==> src/rtl/mem_access_ctrl.sv <==
// mem_access_ctrl: requester-side controller for a byte memory with separate
// write and read ports and a registered read. Commands arrive on a
// valid/ready request channel and read data returns in order on a
// valid/ready response channel.
//
// Handshake: a transfer happens on a rising edge where valid and ready are
// both high; valid may not depend on ready, and the sender holds its payload
// stable while valid is high and ready is low.
//
// Reads are admitted only while credit remains, where credit is the number
// of response FIFO slots not already owned by queued data or by reads still
// in the memory pipe. This guarantees that every read leaving the pipe finds
// a free FIFO slot. Writes use the same gate so that ordering stays simple.
module mem_access_ctrl #(
    parameter int ADDR_WIDTH = 8,
    parameter int DATA_WIDTH = 8,
    parameter int RD_LATENCY = 1,
    parameter int RSP_DEPTH  = 4
) (
    input  logic                  clk,
    input  logic                  rst_n,
    input  logic                  req_valid,
    output logic                  req_ready,
    input  logic                  req_we,
    input  logic [ADDR_WIDTH-1:0] req_addr,
    input  logic [DATA_WIDTH-1:0] req_wdata,
    output logic                  rsp_valid,
    input  logic                  rsp_ready,
    output logic [DATA_WIDTH-1:0] rsp_rdata,
    output logic                  mem_wr_en,
    output logic [ADDR_WIDTH-1:0] mem_wr_addr,
    output logic [DATA_WIDTH-1:0] mem_wr_data,
    output logic                  mem_rd_en,
    output logic [ADDR_WIDTH-1:0] mem_rd_addr,
    input  logic [DATA_WIDTH-1:0] mem_rd_data,
    output logic                  busy
);

    localparam int CW = $clog2(RSP_DEPTH + 1);
    localparam int PW = (RSP_DEPTH > 1) ? $clog2(RSP_DEPTH) : 1;
    localparam logic [CW:0]   DEPTH_W = (CW + 1)'(RSP_DEPTH);
    localparam logic [PW-1:0] LAST_W  = PW'(RSP_DEPTH - 1);

    // Goes high one cycle after reset release; holds off acceptance until then.
    logic                  run_q;
    // One valid bit per read travelling through the memory's read latency.
    logic [RD_LATENCY-1:0] pipe_q;
    logic [RD_LATENCY-1:0] pipe_d;
    logic [CW-1:0]         inflight_q;
    logic [CW-1:0]         inflight_d;
    logic [CW-1:0]         count_q;
    logic [CW-1:0]         count_d;
    logic [PW-1:0]         wptr_q;
    logic [PW-1:0]         wptr_d;
    logic [PW-1:0]         rptr_q;
    logic [PW-1:0]         rptr_d;
    logic [DATA_WIDTH-1:0] fifo_q [RSP_DEPTH];

    logic [CW:0] used;
    logic        fire;
    logic        rd_fire;
    logic        pipe_exit;
    logic        push;
    logic        pop;

    function automatic logic [PW-1:0] ptr_inc(input logic [PW-1:0] p);
        return (p == LAST_W) ? '0 : p + PW'(1);
    endfunction

    // Request acceptance, memory pin drive and FIFO push/pop decisions.
    always_comb begin
        used      = {1'b0, inflight_q} + {1'b0, count_q};
        req_ready = rst_n & run_q & (used < DEPTH_W);
        fire      = req_valid & req_ready;
        rd_fire   = fire & ~req_we;
        pipe_exit = pipe_q[RD_LATENCY-1];
        push      = pipe_exit;
        rsp_valid = (count_q != '0);
        pop       = rsp_valid & rsp_ready;
        rsp_rdata = fifo_q[rptr_q];
        busy      = (inflight_q != '0) | (count_q != '0);

        mem_wr_en   = fire & req_we;
        mem_rd_en   = rd_fire;
        mem_wr_addr = req_addr;
        mem_rd_addr = req_addr;
        mem_wr_data = req_wdata;
    end

    // Next-state for the read pipe, in-flight counter and FIFO bookkeeping.
    always_comb begin
        pipe_d    = '0;
        pipe_d[0] = rd_fire;
        for (int i = 1; i < RD_LATENCY; i++) begin
            pipe_d[i] = pipe_q[i-1];
        end

        inflight_d = inflight_q;
        if (rd_fire && !pipe_exit) begin
            inflight_d = inflight_q + CW'(1);
        end else if (!rd_fire && pipe_exit) begin
            inflight_d = inflight_q - CW'(1);
        end

        count_d = count_q;
        if (push && !pop) begin
            count_d = count_q + CW'(1);
        end else if (!push && pop) begin
            count_d = count_q - CW'(1);
        end

        wptr_d = push ? ptr_inc(wptr_q) : wptr_q;
        rptr_d = pop  ? ptr_inc(rptr_q) : rptr_q;
    end

    // State registers; reset discards in-flight reads and queued responses.
    always_ff @(posedge clk or negedge rst_n) begin
        if (!rst_n) begin
            run_q      <= 1'b0;
            pipe_q     <= '0;
            inflight_q <= '0;
            count_q    <= '0;
            wptr_q     <= '0;
            rptr_q     <= '0;
            for (int i = 0; i < RSP_DEPTH; i++) begin
                fifo_q[i] <= '0;
            end
        end else begin
            run_q      <= 1'b1;
            pipe_q     <= pipe_d;
            inflight_q <= inflight_d;
            count_q    <= count_d;
            wptr_q     <= wptr_d;
            rptr_q     <= rptr_d;
            if (push) begin
                fifo_q[wptr_q] <= mem_rd_data;
            end
        end
    end

endmodule

==> config.mk <==
export PLATFORM = sky130hd
export DESIGN_NAME = mem_access_ctrl
export DESIGN_NICKNAME = d
export VERILOG_FILES = /design/src/rtl/mem_access_ctrl.sv
export SDC_FILE = /design/constraint.sdc
export NUM_CORES = 1
export LEC_CHECK = 0
export CAP_MARGIN = 10
export CORE_ASPECT_RATIO = 2
export CORE_MARGIN = 4
export CORE_UTILIZATION = 30
export DETAILED_ROUTE_END_ITERATION = 8
export PLACE_DENSITY_LB_ADDON = 0.1
export SLEW_MARGIN = 20
export SYNTH_ARGS = -nofsm -noshare
export SYNTH_HDL_FRONTEND = slang
export SYNTH_SLANG_ARGS = --single-unit
==> constraint.sdc <==
create_clock -name clk -period 2.9 [get_ports clk]
set_input_delay 0.435 -clock clk [delete_from_list [all_inputs] [get_ports clk]]
set_output_delay 0.435 -clock clk [all_outputs]
set_load 0.01 [all_outputs]
=== Word-level counts from Yosys, hierarchy flattened ===
Index checks and enable logic that the tools add are counted.
W data, S select, Z words.

* Output and inout port bits: 37
* Memories kept: 0
* Memory bits (read-only): 0
* Latch bits: 0
* Register bits after elaboration: 44
* RAM bits: 0
* Logic and storage cells: 57

* Order comparisons: 4
* Shift-type cells: 0
* Divide/modulo/power cells: 0
* Bitwise gates (word level): 10
* Reduce and logical (&&, ||, !) cells: 12
* Add/sub/neg operators: 7
* Eq/ne operators: 2
* Multiplexer cells: 12
* Multiply operators: 0

{| class="wikitable"
|+ Operators with widths
! cell !! count
|-
| $bwmux W32 || 1
|-
| $mux W8 || 3
|-
| $bmux W8 S2 || 1
|-
| $demux W8 S2 || 1
|-
| $mux W3 || 4
|-
| $add A3 B1 Y3 const B || 2
|-
| $and A1 B1 Y1 || 6
|-
| $ge A3 B3 Y1 const B || 2
|-
| $not A2 Y3 || 2
|-
| $reduce_bool A3 Y1 || 2
|-
| $sub A3 B1 Y3 const B || 2
|-
| $logic_and A1 B1 Y1 || 5
|-
| $add A2 B1 Y2 const B || 2
|-
| $add A3 B3 Y4 || 1
|-
| $eq A2 B2 Y1 const B || 2
|-
| $lt A4 B3 Y1 const B || 1
|-
| $mux W2 || 2
|-
| $reduce_bool A2 Y1 || 2
|-
| $logic_not A1 Y1 || 3
|-
| $lt A3 B1 Y1 const B || 1
|-
| $not A1 Y1 || 1
|-
| $or A1 B1 Y1 || 1
|}

=== Longest topological paths before layout ===
Gate-level depths: netlist of the first run.

* Word-level depth: 9
* Depth in mapped cells: 10
* Gate-level depth less buffers: 10

=== Least setup slack after synthesis of the first run ===
Ideal clock, no wire load.

* Kind: register to register
* Start point: reg inflight_q[2]
* End point: reg inflight_q[2]
* Arrival: 2.607 ns
* Clock period less this slack: 2.686 ns
* Buffers on the path: 0
* Required time: 2.821 ns
* Setup time: 0.079 ns
* Cell stages (with the launch flop): 11
* Path slack: 0.214 ns
* Cells stage by stage: dfrtp_1 -> ha_1 -> nand4bb_1 -> a311oi_1 -> and3b_1 -> ha_1 -> inv_1 -> fa_1 -> xor2_1 -> nor2_1 -> xor2_1

* Cells in the longest elaborated chain, start to end: 8
* Elaborated cells on any way between the ends: 13
* Those cells by class: 3 x add/sub; 1 x order compare; 2 x mux; 3 x bitwise; 4 x reduce/logical

{| class="wikitable"
|+ RTL lines
! what !! line !! RTL
|-
| start: declaration || 49 || <nowiki>logic [CW-1:0] inflight_q;</nowiki>
|-
| start signal: assignment || 131 || <nowiki>inflight_q <= inflight_d;</nowiki>
|-
| $add A3 B3 Y4 (*) || 72 || <nowiki>used = {1'b0, inflight_q} + {1'b0, count_q};</nowiki>
|-
| $lt A4 B3 Y1 (*) || 73 || <nowiki>req_ready = rst_n & run_q & (used < DEPTH_W);</nowiki>
|-
| $and A1 B1 Y1 (*) || 73 ||
|-
| via req_ready || 23 || <nowiki>output logic req_ready,</nowiki>
|-
| $and A1 B1 Y1 (*) || 74 || <nowiki>fire = req_valid & req_ready;</nowiki>
|-
| $and A1 B1 Y1 (*) || 75 || <nowiki>rd_fire = fire & ~req_we;</nowiki>
|-
| via mem_rd_en || 33 || <nowiki>output logic mem_rd_en,</nowiki>
|-
| $logic_not A1 Y1 || 101 || <nowiki>end else if (!rd_fire && pipe_exit) begin</nowiki>
|-
| $logic_and A1 B1 Y1 || 101 ||
|-
| $reduce_bool A2 Y1 (no line) || n/a ||
|}

Mark *: on every way through the listed nets, which the timed path passes. The rest lies on a longest branch. The select of a mux whose other input is x is not followed.
A chain may end at the register's enable or synchronous reset.

=== Worst setup path in the final report of the first run ===
* Start point: reg inflight_q[2]
* End point: out mem_rd_en

* Cells in the longest elaborated chain, start to end: 5

{| class="wikitable"
|+ RTL lines
! what !! line
|-
| $add A3 B3 Y4 || 72
|-
| $lt A4 B3 Y1 || 73
|-
| $and A1 B1 Y1 || 73
|-
| $and A1 B1 Y1 || 74
|-
| $and A1 B1 Y1 || 75
|-
| end: declaration || 33
|}

No other way between the ends.

==> reports/qor.yml, run 1 <==
worst_r2r_path_depth: 10
ys_types: 22
finalWirelength_um: 4230
synth_simple_gate_area_share_pct: 3.85
synthXorXnorAreaFrac_pct: 2.38
grt_pass1_wl_um: 6990
initial_core_util_pct: 30.7
fin_crit_ns: 2.73
synthCells: 156
hold_ws_ns: 0.284
clock_latency_ns: 0.28
portBuffers: 25
synthToLayoutAreaGrowth_pct: 14.2
wire_per_inst_um: 16.7
final_cells: 254
rows: 44
final_net_count: 202
grt_pass1_vias: 1376
setup_tns_ns: 0
synth_area_um2: 2210
dieWidth_um: 68.7
finalSetupViolCount: 0
finalPower_mw: 1.25
die-area_um2: 8900
start_kind: "register"
seq_area_frac_synth_pct: 49.8
grt_usage_pct: 11.0
hold_viol_final: 0
via_per_inst: 4.70
grt_start_max_net_pins: 45
synth_top_family_by_area: "multiplexers"
route.detailed.drc: 0
cts_sinks: 44
arrival_ns: 2.30
final_core_util_pct: 35.0
ioPinCount: 66
cts_tree: "built"
ys_warn_count: 0
root_buffer: "clkbuf_16"
cts_buffer_depth: 2
core_area_um2: 7210
synth_nets: 196
p_leak_nw: 1.03
synth.mux.area_fraction_pct: 26.5
cp-end-kind: "primary output"
drtAntennaViolNets: 0
drt_pass1_iterations: 2
cp_max_fo: 3
worstMarginPinSlew_ns: 0.641
p_per_area_nw_per_um2: 493
antenna_found_initial: 0
synth_compound_area_share_pct: 0.848
cts_made_buffers: 5
synthAdderAreaFrac_pct: 6.90
cts_hold_buf: 0
fin_crit_sh_pct: 94.2
cts_max_level: 2
drive_gt1_share_pct: 33.3
worst-r2r-setup-slack_ns: 0.30
dieHeight_um: 129
peakVddDrop_uv: 294
drtIter0Drc: 31
hold_path.class: "in -> async"
maxCapViolations: 0
diodes: 0
slew_viol_final: 0
synth-seq-cells: 44
syn_area_per_cell_um2: 14.2
clk_transition_reported_paths_ns: 0.06
dp.cells: 247
rsz0062_at_grt: "false"
hpwl_um: 3120
reg2reg_from: "inflight_q[2]"
place.gp.congestion: 0.755
crit_type: "reg -> out"
vias: 1193
fin_skew_ns: 0.00256
crit_required_ns: 2.47
status: "finished clean"
maxSlewHeadroom_pct: 57.3
startpoint: "inflight_q[2]"
overflow: 0
fmax_mhz: 366
## logic make-up after synthesis
logic type	after synthesis
xor gates and xnor gates	6
buffers and inverters	32
adders and majority gates	11
AOI/OAI and AO/OA	3
muxes	44
other	1
DFF	44
and+or+nand+nor	15
## repair_timing
| action | 4_1_cts | 5_1_grt |
|---|---|---|
| endpoints found under the setup margin | 0 | 1 |
| gates resized for setup | 0 | 1 |
| setup buffers | 0 | 0 |
| endpoints found under the hold margin | 0 | 0 |
## layer usage
| metal | wire (um) | global-route usage (%) | vias to the layer above |
|---|---|---|---|
| met1 | 1610 | 11.6 | 613 |
| met3 | 178 | 3.56 | 8 |
| met5 | 0 | 0 | - |
| met4 | 112 | 5.52 | 0 |
| li1 | - | - | 529 |
| met2 | 2330 | 18.9 | 43 |
## cells in the mapped netlist
cell type	number	area [um2]
nand4bb_1	1	11.3
or3_1	1	6.26
nand2_1	6	22.5
mux2_2	36	405
ha_1	9	113
conb_1	1	3.75
xnor2_1	2	17.5
xor2_1	4	35.0
and3b_1	1	8.76
nor2_1	3	11.3
buf_2	2	10.0
or4_1	1	7.51
fa_1	2	40.0
or3_4	1	11.3
a311oi_1	1	8.76
buf_4	24	180
and3_1	1	6.26
buf_1	1	3.75
o21ai_0	2	10.0
inv_1	5	18.8
dfrtp_1	44	1100
mux4_2	8	180
## final timing paths
kind                            endpoint
max in group asynchronous     fifo_q[30]
max                            mem_rd_en
min                           count_q[0]
min in group clk              fifo_q[15]
min reg2reg                   fifo_q[15]
max reg2reg                inflight_q[2]
## layout make-up
class                      instances  area, um2
clock buffer                       6        129
clock inverter                     1       5.00
fill                             701       4690
inverter                           5       18.8
multi-input combinational         80        905
sequential                        44       1100
tap                               92        115
timing repair buffer              26        253
## placed cells by master (no fill, tap or decap)
| cell type | netlist | final |
|---|---|---|
| a311oi_2 | 0 | 1 |
| and3_1 | 1 | 1 |
| and3b_1 | 1 | 1 |
| buf_2 | 2 | 1 |
| buf_4 | 24 | 1 |
| clkbuf_1 | 0 | 1 |
| clkbuf_16 | 0 | 5 |
| clkdlybuf4s50_1 | 0 | 24 |
| clkinv_2 | 0 | 1 |
| conb_1 | 1 | 1 |
| dfrtp_1 | 44 | 44 |
| fa_1 | 2 | 2 |
| ha_1 | 9 | 9 |
| inv_1 | 5 | 5 |
| mux2_2 | 36 | 36 |
| mux4_2 | 8 | 8 |
| nand2_1 | 6 | 6 |
| nand4bb_1 | 1 | 1 |
| nor2_1 | 3 | 3 |
| o21ai_0 | 2 | 2 |
| or3_1 | 1 | 1 |
| or3_4 | 1 | 1 |
| or4_1 | 1 | 1 |
| xnor2_1 | 2 | 2 |
| xor2_1 | 4 | 4 |
## where the power goes
| part | internal (mW) | total, mW | switching [mW] |
|---|---|---|---|
| logic | 0.0473 | 0.0778 | 0.0305 |
| registers | 0.638 | 0.648 | 0.0108 |
| clock network | 0.313 | 0.520 | 0.207 |
## sequential cells by signal, summed over array words and instances, names as in the netlist
name and count:
wptr_q 2, fifo_q 32, rptr_q 2, run_q 1, inflight_q 3, pipe_exit 1, count_q 3
## worst max-delay path, cell delays in order, from the launching register on
cell and delay [ns]:
dfrtp_1 0.40, ha_1 0.30, nand4bb_1 0.19, a311oi_2 0.32, and3b_1 0.26, clkdlybuf4s50_1 0.55
## per-stage QoR
step                setup WS [ns]  instance area, um2
finish                      0.170                2530
global route              0.00358                2530
CTS                        0.0609                2520
detailed placement          0.225                2390
global placement            0.281                2390
floorplan                   0.214                2210
(Power assumes the default switching activity.)
==> run 2, diff against run 1 <==
--- a/config.mk
+++ b/config.mk
@@ -5,12 +5,14 @@
 export SDC_FILE = /design/constraint.sdc
 export NUM_CORES = 1
 export LEC_CHECK = 0
+export ABC_AREA = 0
 export CAP_MARGIN = 10
 export CORE_ASPECT_RATIO = 2
 export CORE_MARGIN = 4
 export CORE_UTILIZATION = 30
 export DETAILED_ROUTE_END_ITERATION = 8
 export PLACE_DENSITY_LB_ADDON = 0.1
+export RECOVER_POWER = 50
 export SLEW_MARGIN = 20
 export SYNTH_ARGS = -nofsm -noshare
 export SYNTH_HDL_FRONTEND = slang
==> run 2 against run 1 <==
  * Final cell count is the same
  * Via count about the same
  * Critical path depth stayed put
  * Routed wire length is 0.12% lower
  * Maximum frequency is essentially flat
  * Cell area shrank 0.15%
  * Clock skew about the same
  * Combinational power shrank 0.9%
  * Critical endpoint unchanged
  * Largest cell class unchanged
  * Highest routed layer unchanged
==> reports/qor.yml, run 2 (same netlist as run 1, synthesis figures left out) <==
portBuffers: 25
grt_start_max_net_pins: 45
post_cts_buffers: 0
clock_latency_ns: 0.28
grt_pass1_wl_um: 6990
crit_required_ns: 2.47
arrival_ns: 2.30
overflow: 0
core_area_um2: 7210
fin_crit_sh_pct: 94.2
slew_viol_final: 0
cts_hold_buf: 0
maxSlewHeadroom_pct: 26.0
final_net_count: 202
layout_common_cells: "dfrtp_1 (44), mux2_2 (36), clkdlybuf4s50_1 (24)"
dieWidth_um: 68.7
vias: 1194
grt_usage_pct: 11.0
via_per_inst: 4.70
critPathSlowestCell: "clkdlybuf4s50_1"
grt_pass1_vias: 1376
ioPinCount: 66
finalSetupViolCount: 0
initial_core_util_pct: 30.7
route.detailed.drc: 0
path_cells: "ha_1, nand4bb_1, a311oi_2, and3b_1, clkdlybuf4s50_1"
cp-end-kind: "primary output"
peakVddDrop_uv: 294
wire_per_inst_um: 16.6
layout_commonest_cell: "dfrtp_1"
rows: 44
dieHeight_um: 129
antenna_found_initial: 0
hold_ws_ns: 0.499
cts_resized: 0
largest-register: "fifo_q"
top_layer: "met4"
fmax_mhz: 366
met3_length_um: 178
root_buffer: "clkbuf_16"
wl_met2_um: 2330
cpPeakStageDelay_ns: 0.55
finalPower_mw: 1.25
cts_buffer_depth: 2
diodes: 0
clk_transition_reported_paths_ns: 0.06
crit_type: "reg -> out"
p_leak_nw: 1.03
place.gp.congestion: 0.755
drt_pass1_iterations: 2
setup_tns_ns: 0
hold_path.class: "reg -> reg"
largest_reg_flops: 32
final_core_util_pct: 35.0
rsz0062_at_grt: "false"
start_kind: "register"
cts_tree: "built"
fin_crit_ns: 2.73
drtIter0Drc: 31
cts_made_buffers: 5
drtAntennaViolNets: 0
drive_gt1_share_pct: 32.7
largestRegisters: "fifo_q: 32 flops, count_q: 3 flops, inflight_q: 3 flops"
maxCapViolations: 0
p_per_area_nw_per_um2: 494
die-area_um2: 8900
worstMarginPinSlew_ns: 1.11
cts_sinks: 44
synthToLayoutAreaGrowth_pct: 14.0
finalWirelength_um: 4230
cts_max_level: 2
drt-met1-wl_um: 1610
fin_skew_ns: 0.00256
status: "finished clean"
hold_viol_final: 0
hpwl_um: 3120
cp_max_fo: 3
==> run 2: changes by cell type in the layout (fill, tap and decap cells not counted) <==
cell / before / now
buf_4: 1 / 0
buf_2: 1 / 0
clkbuf_2: 0 / 1
clkbuf_1: 1 / 2
==> run 2: report_power, final <==
part           total, mW  leakage, nW  internal (mW)  switching [mW]
clock network      0.520       0.0667          0.313           0.207
registers          0.649        0.523          0.638          0.0108
logic             0.0771        0.440         0.0466          0.0305
==> run 2: through the flow <==
step / setup slack [ns] / instance area, um2 / instances
3_3_place_gp: 0.281 / 2390 / 247
4_1_cts: 0.0609 / 2520 / 254
5_1_grt: 0.00316 / 2520 / 254
6_report: 0.170 / 2520 / 254
2_1_floorplan: 0.214 / 2210 / 156
3_5_place_dp: 0.225 / 2390 / 247
==> run 2: path summary, 6_finish.rpt <==
| path | startpoint | end | slack [ns] | cells past startpoint |
|---|---|---|---|---|
| worst max-delay path | inflight_q[2] | mem_rd_en | 0.17 | 5 |
| worst min-delay path | fifo_q[15] | fifo_q[15] | 0.50 | 1 |
| worst max register to register | inflight_q[2] | inflight_q[2] | 0.30 | 10 |
| worst min register to register | fifo_q[15] | fifo_q[15] | 0.50 | 1 |
| max in group asynchronous | rst_n | fifo_q[30] | 1.69 | 2 |
| min in group asynchronous | rst_n | count_q[0] | 0.54 | 2 |
==> run 2: final cells by class <==
cell class,count,area [um2]
fill,703,4690
inverter,5,18.8
tap,92,115
multi-input combinational,80,905
clock inverter,1,5.00
clock buffer,6,129
timing repair buffer,26,249
sequential,44,1100
==> run 2: worst max-delay path: cells and delay by family, from the launching register on <==
kind | cells | cell delay [ns]
flip-flops | 1 | 0.40
AO/OA/AOI/OAI | 1 | 0.32
adder cells (fa/ha/maj) | 1 | 0.30
buffers and inverters | 1 | 0.55
AND/OR/NAND/NOR | 2 | 0.45
==> run 2: layer usage <==
| layer | up-vias | GRT usage, % |
|---|---|---|
| met5 | - | 0 |
| met4 | 0 | 5.52 |
| met3 | 8 | 3.56 |
| met2 | 43 | 18.9 |
| met1 | 613 | 11.6 |
| li1 | 530 | - |
